`src/rtl/video_timing_fb_swap.sv`:
```
// Raster timing generator with frame-synchronous front-buffer swap.
// The swap handshake is 4-phase; a new base address only takes effect on a frame boundary.
module video_timing_fb_swap #(
    parameter int          H_TOTAL     = 800,
    parameter int          V_TOTAL     = 256,
    parameter int          H_BPORCH    = 40,
    parameter int          H_ACTIVE    = 320,
    parameter int          V_BPORCH    = 16,
    parameter int          V_ACTIVE    = 240,
    parameter int          HS_WIDTH    = 1,
    parameter int          VS_X_OFFSET = 3,
    parameter logic [21:0] RESET_BASE  = 22'h000000
) (
    input  logic        clk_video,
    input  logic        reset_n,
    output logic [9:0]  x_count,
    output logic [9:0]  y_count,
    output logic        line_start,
    output logic        frame_start,
    output logic        hs,
    output logic        vs,
    output logic        de,
    input  logic        swap_req,
    input  logic [21:0] back_addr,
    output logic        swap_ack,
    output logic [21:0] fb_base_addr,
    output logic [15:0] frame_count
);
    localparam logic [9:0] H_LAST  = 10'(H_TOTAL - 1);
    localparam logic [9:0] V_LAST  = 10'(V_TOTAL - 1);
    localparam logic [9:0] H_FIRST = 10'(H_BPORCH);
    localparam logic [9:0] H_END   = 10'(H_BPORCH + H_ACTIVE);
    localparam logic [9:0] V_FIRST = 10'(V_BPORCH);
    localparam logic [9:0] V_END   = 10'(V_BPORCH + V_ACTIVE);
    localparam logic [9:0] HS_END  = 10'(HS_WIDTH);
    localparam logic [9:0] VS_X    = 10'(VS_X_OFFSET);

    typedef enum logic [1:0] {IDLE, PENDING, ACK} swap_state_t;

    swap_state_t state_reg;
    logic [21:0] pending_addr_reg;
    logic        req_meta_reg;
    logic        req_s;
    logic        started_reg;
    logic [9:0]  x_next;
    logic [9:0]  y_next;
    logic        frame_end;

    // The first edge after reset presents (0,0) with its strobes, so the
    // counters only start advancing once that position has been shown.
    always_comb begin
        x_next = '0;
        y_next = '0;
        if (started_reg) begin
            if (x_count == H_LAST) begin
                x_next = '0;
                y_next = (y_count == V_LAST) ? 10'd0 : y_count + 10'd1;
            end else begin
                x_next = x_count + 10'd1;
                y_next = y_count;
            end
        end
    end

    assign frame_end = started_reg && (x_count == H_LAST) && (y_count == V_LAST);

    always_ff @(posedge clk_video or negedge reset_n) begin
        if (!reset_n) begin
            started_reg <= 1'b0;
            x_count     <= '0;
            y_count     <= '0;
            line_start  <= 1'b0;
            frame_start <= 1'b0;
            hs          <= 1'b0;
            vs          <= 1'b0;
            de          <= 1'b0;
            frame_count <= '0;
        end else begin
            started_reg <= 1'b1;
            x_count     <= x_next;
            y_count     <= y_next;
            line_start  <= (x_next == 10'd0);
            frame_start <= (x_next == 10'd0) && (y_next == 10'd0);
            hs          <= (x_next < HS_END);
            vs          <= (y_next == 10'd0) && (x_next == VS_X);
            de          <= (x_next >= H_FIRST) && (x_next < H_END) &&
                           (y_next >= V_FIRST) && (y_next < V_END);
            if ((x_next == 10'd0) && (y_next == 10'd0))
                frame_count <= frame_count + 16'd1;
        end
    end

    always_ff @(posedge clk_video or negedge reset_n) begin
        if (!reset_n) begin
            req_meta_reg <= 1'b0;
            req_s        <= 1'b0;
        end else begin
            req_meta_reg <= swap_req;
            req_s        <= req_meta_reg;
        end
    end

    // A request landing exactly on the frame-end cycle is only captured here,
    // so it is applied one frame later rather than bypassed.
    always_ff @(posedge clk_video or negedge reset_n) begin
        if (!reset_n) begin
            state_reg        <= IDLE;
            pending_addr_reg <= '0;
            swap_ack         <= 1'b0;
            fb_base_addr     <= RESET_BASE;
        end else begin
            case (state_reg)
                IDLE: begin
                    if (req_s && !swap_ack) begin
                        pending_addr_reg <= back_addr;
                        state_reg        <= PENDING;
                    end
                end
                PENDING: begin
                    if (frame_end) begin
                        fb_base_addr <= pending_addr_reg;
                        swap_ack     <= 1'b1;
                        state_reg    <= ACK;
                    end
                end
                ACK: begin
                    if (!req_s) begin
                        swap_ack  <= 1'b0;
                        state_reg <= IDLE;
                    end
                end
                default: state_reg <= IDLE;
            endcase
        end
    end
endmodule

```
`config.mk`:
```
export PLATFORM = sky130hd
export DESIGN_NAME = video_timing_fb_swap
export DESIGN_NICKNAME = d
export VERILOG_FILES = /design/src/rtl/video_timing_fb_swap.sv
export SDC_FILE = /design/constraint.sdc
export NUM_CORES = 1
export LEC_CHECK = 0
export CAP_MARGIN = 10
export CORE_ASPECT_RATIO = 0.5
export CORE_MARGIN = 4
export CORE_UTILIZATION = 45
export CTS_CLUSTER_SIZE = 20
export DETAILED_ROUTE_END_ITERATION = 10
export GPL_TIMING_DRIVEN = 0
export PLACE_DENSITY = 0.83
export REMOVE_ABC_BUFFERS = 1
export SKIP_CTS_REPAIR_TIMING = 1
export SYNTH_ARGS = -nofsm -noshare
export SYNTH_HDL_FRONTEND = slang
export SYNTH_SLANG_ARGS = --single-unit
```
`constraint.sdc`:
```
create_clock -name clk_video -period 3.9 [get_ports clk_video]
set_clock_uncertainty 0.15 [all_clocks]
set_input_delay 0.975 -clock clk_video [delete_from_list [all_inputs] [get_ports clk_video]]
set_output_delay 0.975 -clock clk_video [all_outputs]
set_load 0.02 [all_outputs]
```
==> results of run 1 <==
-- synthesized netlist by cell type, drive strengths merged, types with 5 or more instances --
| cell type | number | share of area (%) |
|---|---|---|
| and2 | 6 | 0.90 |
| nor3 | 12 | 1.4 |
| mux2 | 44 | 12 |
| a21oi | 7 | 1.0 |
| nor2 | 24 | 2.2 |
| clkbuf | 6 | 0.60 |
| buf | 10 | 1.8 |
| o21ai | 11 | 1.6 |
| and3 | 5 | 0.75 |
| nand4 | 16 | 2.9 |
| xor2 | 10 | 2.1 |
| xnor2 | 21 | 4.4 |
| nand3 | 12 | 1.7 |
| dfrtp | 91 | 55 |
| inv | 9 | 0.81 |
| nand2 | 25 | 2.3 |
-- cell type report --
cell class | instances | area share (%)
Sequential cell | 91 | 42.0
Multi-Input combinational cell | 233 | 32.2
Timing Repair Buffer | 92 | 17.1
Clock buffer | 9 | 4.15
Tap cell | 117 | 2.70
Clock inverter | 7 | 1.11
Inverter | 10 | 0.692
-- critical path: stages (launching register included) --
cell     delay (ns)
dfrtp_1        0.48
ha_1           0.28
and4_4         0.33
and3_1         0.33
nand4_1        0.20
nor2_1         0.16
and2_1         0.90
mux2_2         0.43
-- worst max-delay path by stage --
| stage | to | slack, ns | start |
|---|---|---|---|
| final | fb_base_addr[8] | 0.51 | x_count[0] |
| after global routing | fb_base_addr[17] | 0.23 | x_count[0] |
| after CTS | fb_base_addr[8] | 0.47 | x_count[0] |
| after detailed placement | fb_base_addr[8] | 0.47 | x_count[0] |
| after global placement | x_count[7] | -1.60 | reset_n |
| after floorplan | pending_addr_reg[0] | 0.26 | swap_ack |
-- cell families (layout without fill, tap and decap cells) --
| kind of cell | after synthesis | after routing | synth area share, % |
|---|---|---|---|
| AO/OA/AOI/OAI | 37 | 37 | 6.42 |
| XOR/XNOR | 31 | 31 | 6.54 |
| adder cells (fa/ha/maj) | 3 | 3 | 0.904 |
| buffers and inverters | 26 | 118 | 3.28 |
| flip-flops | 91 | 91 | 54.8 |
| multiplexers | 44 | 44 | 11.9 |
| other | 1 | 1 | 0.0903 |
| AND/OR/NAND/NOR | 117 | 117 | 16.0 |
-- power by group through the flow --
stage / Clock, W / Sequential [W] / Combinational [W]
5_1_grt: 0.000884 / 0.00119 / 0.000389
2_1_floorplan: 0 / 0.00122 / 0.000158
6_report: 0.000817 / 0.00117 / 0.000358
4_1_cts: 0.000839 / 0.00117 / 0.000366
3_5_place_dp: 0 / 0.00119 / 0.000365
3_3_place_gp: 0 / 0.00118 / 0.000351
-- placed cells by master, fill, tap and decap left out, types with 6 or more instances in the layout --
master,netlist,routed
xor2_1,10,10
and2_1,6,6
clkdlybuf4s50_1,0,87
nand2_1,25,25
nor3_1,12,12
o21ai_0,10,10
dfrtp_1,91,91
mux2_2,44,44
inv_1,9,9
nand4_1,14,14
nor2_1,23,23
clkbuf_16,0,9
nand3_1,10,10
xnor2_1,21,21
-- metal layers --
layer	up-vias	share of wire, %	GRT usage [%]
li1	1412	-	-
met1	1426	45	21.9
met2	66	50	27.8
met3	9	4.2	3.46
met4	0	0.98	3.95
met5	-	0	0
-- per-stage QoR --
stage,area (µm²),instances
2_1_floorplan,4060,334
3_3_place_gp,5080,539
3_5_place_dp,5140,543
4_1_cts,5420,559
5_1_grt,5420,559
6_report,5420,559
==> flow_summary.ini, run 1 <==
[worst_hold_path]
hold_class = flop to flop
hold_depth = 0
min_to = req_s
hp-start = req_meta_reg

[timing]
fmax_mhz = 295
hold_violations = 0
timing.final.ws_setup_ns = 0.508
hold_ws_ns = 0.203
drv_slew = 0
finalCritPeriodShare_pct = 87.0
final.min_clock_period_ns = 3.39
tightest_slew_ns = 1.13
grt_setup_unrepaired = false
slew_headroom_pct = 24.3
fin_tns_setup_ns = 0
setup_viol = 0

[finish]
seqCellArea_um2 = 2280
multi_input_area_um2 = 1750
fillers = 735
syn2layout_area_growth_pct = 30.5
finalCoreUtilization_pct = 61.2
n_antenna_cell = 0
drive_gt1_share_pct = 19.0
nets = 465

[global_routing]
grt_usage_pct = 16.5
grt_pass1_wl_um = 14800
grt_overflow = 0
grt_max_degree = 51
grt_pass1_vias = 2984
antenna_found_initial = 0

[floorplanning]
io_pins = 89
coreArea_um2 = 8860
num_rows = 24
die_y_um = 75.9
die_w_um = 144
dieArea_um2 = 10900
start_util_pct = 46.9

[setup_path]
r2r_start = x_count[0]
critPathKind = flop to flop
cp-start-kind = flop
path_max_fanout = 23
r2r_cells = 7
rrSetupSlack_ns = 0.51
cp_data_required_time_ns = 3.97
critPathCaptureType = flop
crit_arrival_ns = 3.46
r2r-end = fb_base_addr[8]

[run_status]
status = finished clean

[power]
ir_drop_mv = 0.295
p_sw_share_pct = 26.8
seqPwrFrac_pct = 49.9
power.density_nw_per_um2 = 433
pwr-share-clk_pct = 34.8
pwr-share-comb_pct = 15.2
internal_power_w = 0.00172
total_power_w = 0.00235
cellLeakagePower_nw = 2.30
p_sw_w = 0.000628

[detailed_routing]
wire_per_inst_um = 15.3
ant_nets = 0
wl_um = 8580
dr.pass1.iters = 6
drt_iter0_markers = 119
viasPerCell = 5.21
via_count = 2913
drc_errors = 0

[synthesis]
synthArstFlopShare_pct = 100
ys_warn_count = 0
synthCells = 350
synth-seq-cells = 91
synth_ff_type = dfrtp_1
syn_area_um2 = 4150
ys_types = 56
synth_edf_count = 0
ys_seq_area_share_pct = 54.8
postSynthAreaPerCell_um2 = 11.9

[cts]
cts_buffers = 9
insertion_delay_ns = 0.33
clock_path_buffers = 2
clkSlewWorstSetupHoldPaths_ns = 0.07
cts_tree = done
root_buffer = clkbuf_16
cts-htree-levels = 3
cts.sinks = 91

[job]
maxCapViolations = 0

[place]
port-buffer-count = 88
dpl.hpwl_um = 6040
place_congestion = 0.845
pre_cts_slack_ns = 0.470
(Power assumes the default switching activity.)
==> inputs of run 2 (changes only) <==
--- a/config.mk
+++ b/config.mk
@@ -11,10 +11,12 @@
 export CORE_UTILIZATION = 45
 export CTS_CLUSTER_SIZE = 20
 export DETAILED_ROUTE_END_ITERATION = 10
+export DONT_BUFFER_PORTS = 1
 export GPL_TIMING_DRIVEN = 0
-export PLACE_DENSITY = 0.83
+export PLACE_DENSITY = 0.71
 export REMOVE_ABC_BUFFERS = 1
 export SKIP_CTS_REPAIR_TIMING = 1
+export SLEW_MARGIN = 25
 export SYNTH_ARGS = -nofsm -noshare
 export SYNTH_HDL_FRONTEND = slang
 export SYNTH_SLANG_ARGS = --single-unit
==> run 2 against run 1 <==
Against the previous run: maximum frequency fell by 1.6%; die area did not move; wire length fell by 3.8%; sequential share of layout area rose by 8.5 points; total power fell by 4.5%; sequential power rose by 6%; core utilization fell by 10 points; cell area fell by 17%; critical endpoint is now frame_count[7]; highest routed layer unchanged.
==> flow_summary.ini, run 2 (synthesis results as in run 1) <==
[global_routing]
grt_max_degree = 92
grt_usage_pct = 15.8
grt_pass1_vias = 2751
antenna_found_initial = 0
grt_pass1_wl_um = 13800
grt_overflow = 0

[place]
place_congestion = 0.824
port-buffer-count = 0
dp.cells = 454
post_dp_cell_area_um2 = 4220
dpl.hpwl_um = 5860

[worst_hold_path]
hold_class = primary input to asynchronous set/reset pin

[timing]
tightest_slew_ns = 0.796
finalCritPeriodShare_pct = 88.4
grt_setup_unrepaired = false
hold_violations = 0
fmax_mhz = 290
fin_tns_setup_ns = 0
drv_slew = 0
hold_ws_ns = 0.172
final.min_clock_period_ns = 3.45
setup_viol = 0
slew_headroom_pct = 46.3

[setup_path]
crit_slowest_cell = dfrtp_1
cp-start-kind = flop
critPathMaxStageDelay_ns = 0.58
cp_data_required_time_ns = 3.97
path_max_fanout = 11
crit_arrival_ns = 3.51
critPathKind = flop to flop
critPathCaptureType = flop
crit_chain = ha_1 > nand3_1 > or4_1 > o21ai_4 > a21oi_2 > o311ai_0 > nand4_2 > clkinv_1 > nand4_1 > xnor2_1
r2r_cells = 10
r2r_start = y_count[0]
worstSetupStartpoint = y_count[0]

[finish]
layout_common_cells = dfrtp_1 (91), mux2_2 (44), nand2_1 (25)
n_antenna_cell = 0
final_area_um2 = 4510
finalNonFillerCells = 470
final_common_cell = dfrtp_1
drive_gt1_share_pct = 22.9
nets = 376
finalCoreUtilization_pct = 50.9
syn2layout_area_growth_pct = 8.46

[power]
pwr-share-comb_pct = 8.2
pwr-share-clk_pct = 36.6
p_sw_share_pct = 26.1
power.density_nw_per_um2 = 497
ir_drop_mv = 0.184
seqPwrFrac_pct = 55.1
p_sw_w = 0.000585
cellLeakagePower_nw = 1.98
internal_power_w = 0.00166

[detailed_routing]
dr.pass1.iters = 4
via_count = 2661
wire_per_inst_um = 17.5
viasPerCell = 5.66
drc_errors = 0
wl_um = 8250
ant_nets = 0
drt_iter0_markers = 106

[floorplanning]
io_pins = 89
dieArea_um2 = 10900
coreArea_um2 = 8860
start_util_pct = 46.9
die_w_um = 144
num_rows = 24
die_y_um = 75.9

[cts]
root_buffer = clkbuf_16
insertion_delay_ns = 0.34
clock_path_buffers = 2
cts_tree = done
cts-htree-levels = 3
clkSlewWorstSetupHoldPaths_ns = 0.06
cts.sinks = 91
cts_buffers = 9

[run_status]
status = finished clean

[job]
maxCapViolations = 0
==> run 2: layer usage <==
metal | global-route usage [%] | routed length, µm | up-vias | part of all wire, %
met5 | 0 | 0 | - | 0
met4 | 6.30 | 131 | 0 | 1.6
met3 | 5.79 | 579 | 18 | 7.0
met2 | 27.9 | 4300 | 91 | 52
met1 | 17.1 | 3240 | 1323 | 39
li1 | - | - | 1229 | -
==> run 2: through the flow <==
stage / worst slack (ns) / power, W
6_report: 0.454 / 0.00224
5_1_grt: 0.199 / 0.00236
4_1_cts: 0.306 / 0.00227
3_5_place_dp: 0.315 / 0.00144
3_3_place_gp: -0.846 / 0.00141
2_1_floorplan: 0.262 / 0.00137
==> run 2: path summary, 6_finish.rpt <==
path                                       end  slack [ns]
min in group clk_video                   req_s        0.21
hold / removal                      x_count[7]        0.17
max in group asynchronous  pending_addr_reg[2]        3.27
setup / recovery                frame_count[7]        0.45
hold reg to reg                          req_s        0.21
setup reg to reg                frame_count[7]        0.45
==> run 2: area by class of cell <==
type                       count  area [µm²]
fill                         743        4350
clock inverter                 3        21.3
inverter                      10        37.5
timing repair buffer           3        15.0
multi-input combinational    233        1750
tap                          117         146
sequential                    91        2280
clock buffer                  13         260
==> run 2: power by group through the flow <==
stage	Sequential (W)	Clock [W]	Combinational, W
floorplan	0.00122	0	0.000158
global placement	0.00124	0	0.000172
detailed placement	0.00125	0	0.000188
CTS	0.00124	0.000842	0.000189
global route	0.00126	0.000888	0.000214
finish	0.00124	0.000821	0.000184
==> run 2: critical path, delay by kind of cell (launching register included) <==
family          cells  cell delay, ns
xor+xnor            1            0.16
flops               1            0.58
compound gates      3            0.55
fa+ha+maj           1            0.30
buf+inv             1            0.28
simple gates        4            1.30
==> inputs of run 3 (changes only) <==
--- a/config.mk
+++ b/config.mk
@@ -7,7 +7,7 @@
 export LEC_CHECK = 0
 export CAP_MARGIN = 10
 export CORE_ASPECT_RATIO = 0.5
-export CORE_MARGIN = 4
+export CORE_MARGIN = 5
 export CORE_UTILIZATION = 45
 export CTS_CLUSTER_SIZE = 20
 export DETAILED_ROUTE_END_ITERATION = 10
==> run 3 against run 2 <==
Against the previous run: core utilization is 0.056 points lower; critical path depth unchanged; sequential cell count is the same; non-clock buffer count unchanged; maximum frequency fell by 1.1%; clock power fell by 3.3%; cell area fell by 0.11%; largest cell class unchanged.
==> flow_summary.ini, run 3 (synthesis results as in run 1) <==
[timing]
finalCritPeriodShare_pct = 89.4
fmax_mhz = 287
drv_slew = 0
hold_ws_ns = 0.189
slew_headroom_pct = 41.7
setup_viol = 0
final.min_clock_period_ns = 3.49
tightest_slew_ns = 0.863
hold_violations = 0
grt_setup_unrepaired = false

[global_routing]
antenna_found_initial = 0
grt_usage_pct = 14.5
grt_max_degree = 92
grt_overflow = 0
grt_pass1_wl_um = 13600
grt_pass1_vias = 2667
grt.busiest_layer = met2
grtUsageMet3_pct = 4.48
grt_util_met2_pct = 26.3
met1_usage_pct = 16.7

[setup_path]
path_max_fanout = 11
critPathMaxStageDelay_ns = 0.58
cp_data_required_time_ns = 3.95
r2r_start = y_count[0]
crit_chain = ha_1 > nand3_1 > or4_1 > o21ai_4 > a21oi_2 > o311ai_0 > nand4_2 > clkinv_1 > nand4_1 > xnor2_1
path_delay_family = simple AND/OR/NAND/NOR gates
cp-start-kind = flop
r2r_cells = 10
rrSetupSlack_ns = 0.41
r2r-end = frame_count[6]
critPathCaptureType = flop
crit_arrival_ns = 3.53
crit_slowest_cell = dfrtp_1
cp.buffers_inverters = 1
critPathKind = flop to flop

[cts]
insertion_delay_ns = 0.33
root_buffer = clkbuf_16
cts.sinks = 91
clock_path_buffers = 2
cts-htree-levels = 3
cts_buffers = 9
cts_tree = done
clkSlewWorstSetupHoldPaths_ns = 0.06

[power]
internal_power_w = 0.00164
total_power_w = 0.00221
pwr-share-comb_pct = 8.3
p_sw_share_pct = 26.0
cellLeakagePower_nw = 1.98
p_sw_w = 0.000573
pwr-share-clk_pct = 36.0
ir_drop_mv = 0.201
seqPwrFrac_pct = 55.8
power.density_nw_per_um2 = 491

[floorplanning]
coreArea_um2 = 8860
die_w_um = 146
die_y_um = 77.9
io_pins = 89
dieArea_um2 = 11400
num_rows = 24
start_util_pct = 46.9

[worst_hold_path]
hold_class = primary input to asynchronous set/reset pin

[place]
dpl.hpwl_um = 5750
place_congestion = 0.821
port-buffer-count = 0
dp.cells = 454

[detailed_routing]
drt_iter0_markers = 156
dr.pass1.iters = 4
via_count = 2680
viasPerCell = 5.71
wire_per_inst_um = 17.0
wl_um = 7950
drc_errors = 0
ant_nets = 0

[finish]
syn2layout_area_growth_pct = 8.34
seqCellArea_um2 = 2280
fillers = 771
multi_input_area_um2 = 1750
finalNonFillerCells = 469
final_common_cell = dfrtp_1
nets = 376
finalCoreUtilization_pct = 50.8
n_antenna_cell = 0
drive_gt1_share_pct = 23.3
layout_common_cells = dfrtp_1 (91), mux2_2 (44), nand2_1 (25)

[job]
maxCapViolations = 0

[run_status]
status = finished clean
run 3: worst reg2reg max path: stages, from the launching register on:
cell and delay, ns:
dfrtp_1 0.58, ha_1 0.29, nand3_1 0.14, or4_1 0.58, o21ai_4 0.29, a21oi_2 0.05, o311ai_0 0.23, nand4_2 0.46
clkinv_1 0.29, nand4_1 0.15, xnor2_1 0.16
run 3: cell type report:
class | instances | area share, %
sequential | 91 | 50.6
multi-input combinational | 233 | 38.8
clock buffer | 10 | 5.31
tap | 117 | 3.25
clock inverter | 5 | 0.834
inverter | 10 | 0.834
timing repair buffer | 3 | 0.334
run 3: worst max path at each step:
stage	start	to	slack (ns)	cells past startpoint
after floorplan	swap_ack	pending_addr_reg[0]	0.26	2
after global placement	swap_ack	pending_addr_reg[7]	-0.96	2
after detailed placement	x_count[0]	fb_base_addr[16]	0.39	7
after CTS	x_count[0]	fb_base_addr[16]	0.38	7
after global routing	x_count[0]	frame_count[6]	0.14	10
final	y_count[0]	frame_count[6]	0.41	10
run 3: metal layers:
metal  vias to the layer above  routed length (µm)
met5                         -                   0
met1                      1347                3200
met3                        14                 484
li1                       1230                   -
met2                        89                4190
met4                         0                  76
run 3: power by group through the flow:
stage	Sequential, W	Combinational (W)	Clock (W)
2_1_floorplan	0.00122	0.000158	0
3_3_place_gp	0.00124	0.000173	0
3_5_place_dp	0.00125	0.000184	0
4_1_cts	0.00123	0.000185	0.000818
6_report	0.00123	0.000183	0.000794
5_1_grt	0.00125	0.000206	0.000865
run 3: per-stage QoR:
step / setup slack, ns / setup TNS (ns) / area (µm²)
floorplan: 0.262 / 0 / 4060
global placement: -0.955 / -21.58 / 4200
detailed placement: 0.387 / 0 / 4220
CTS: 0.383 / 0 / 4500
global route: 0.144 / 0 / 4500
finish: 0.415 / 0 / 4500
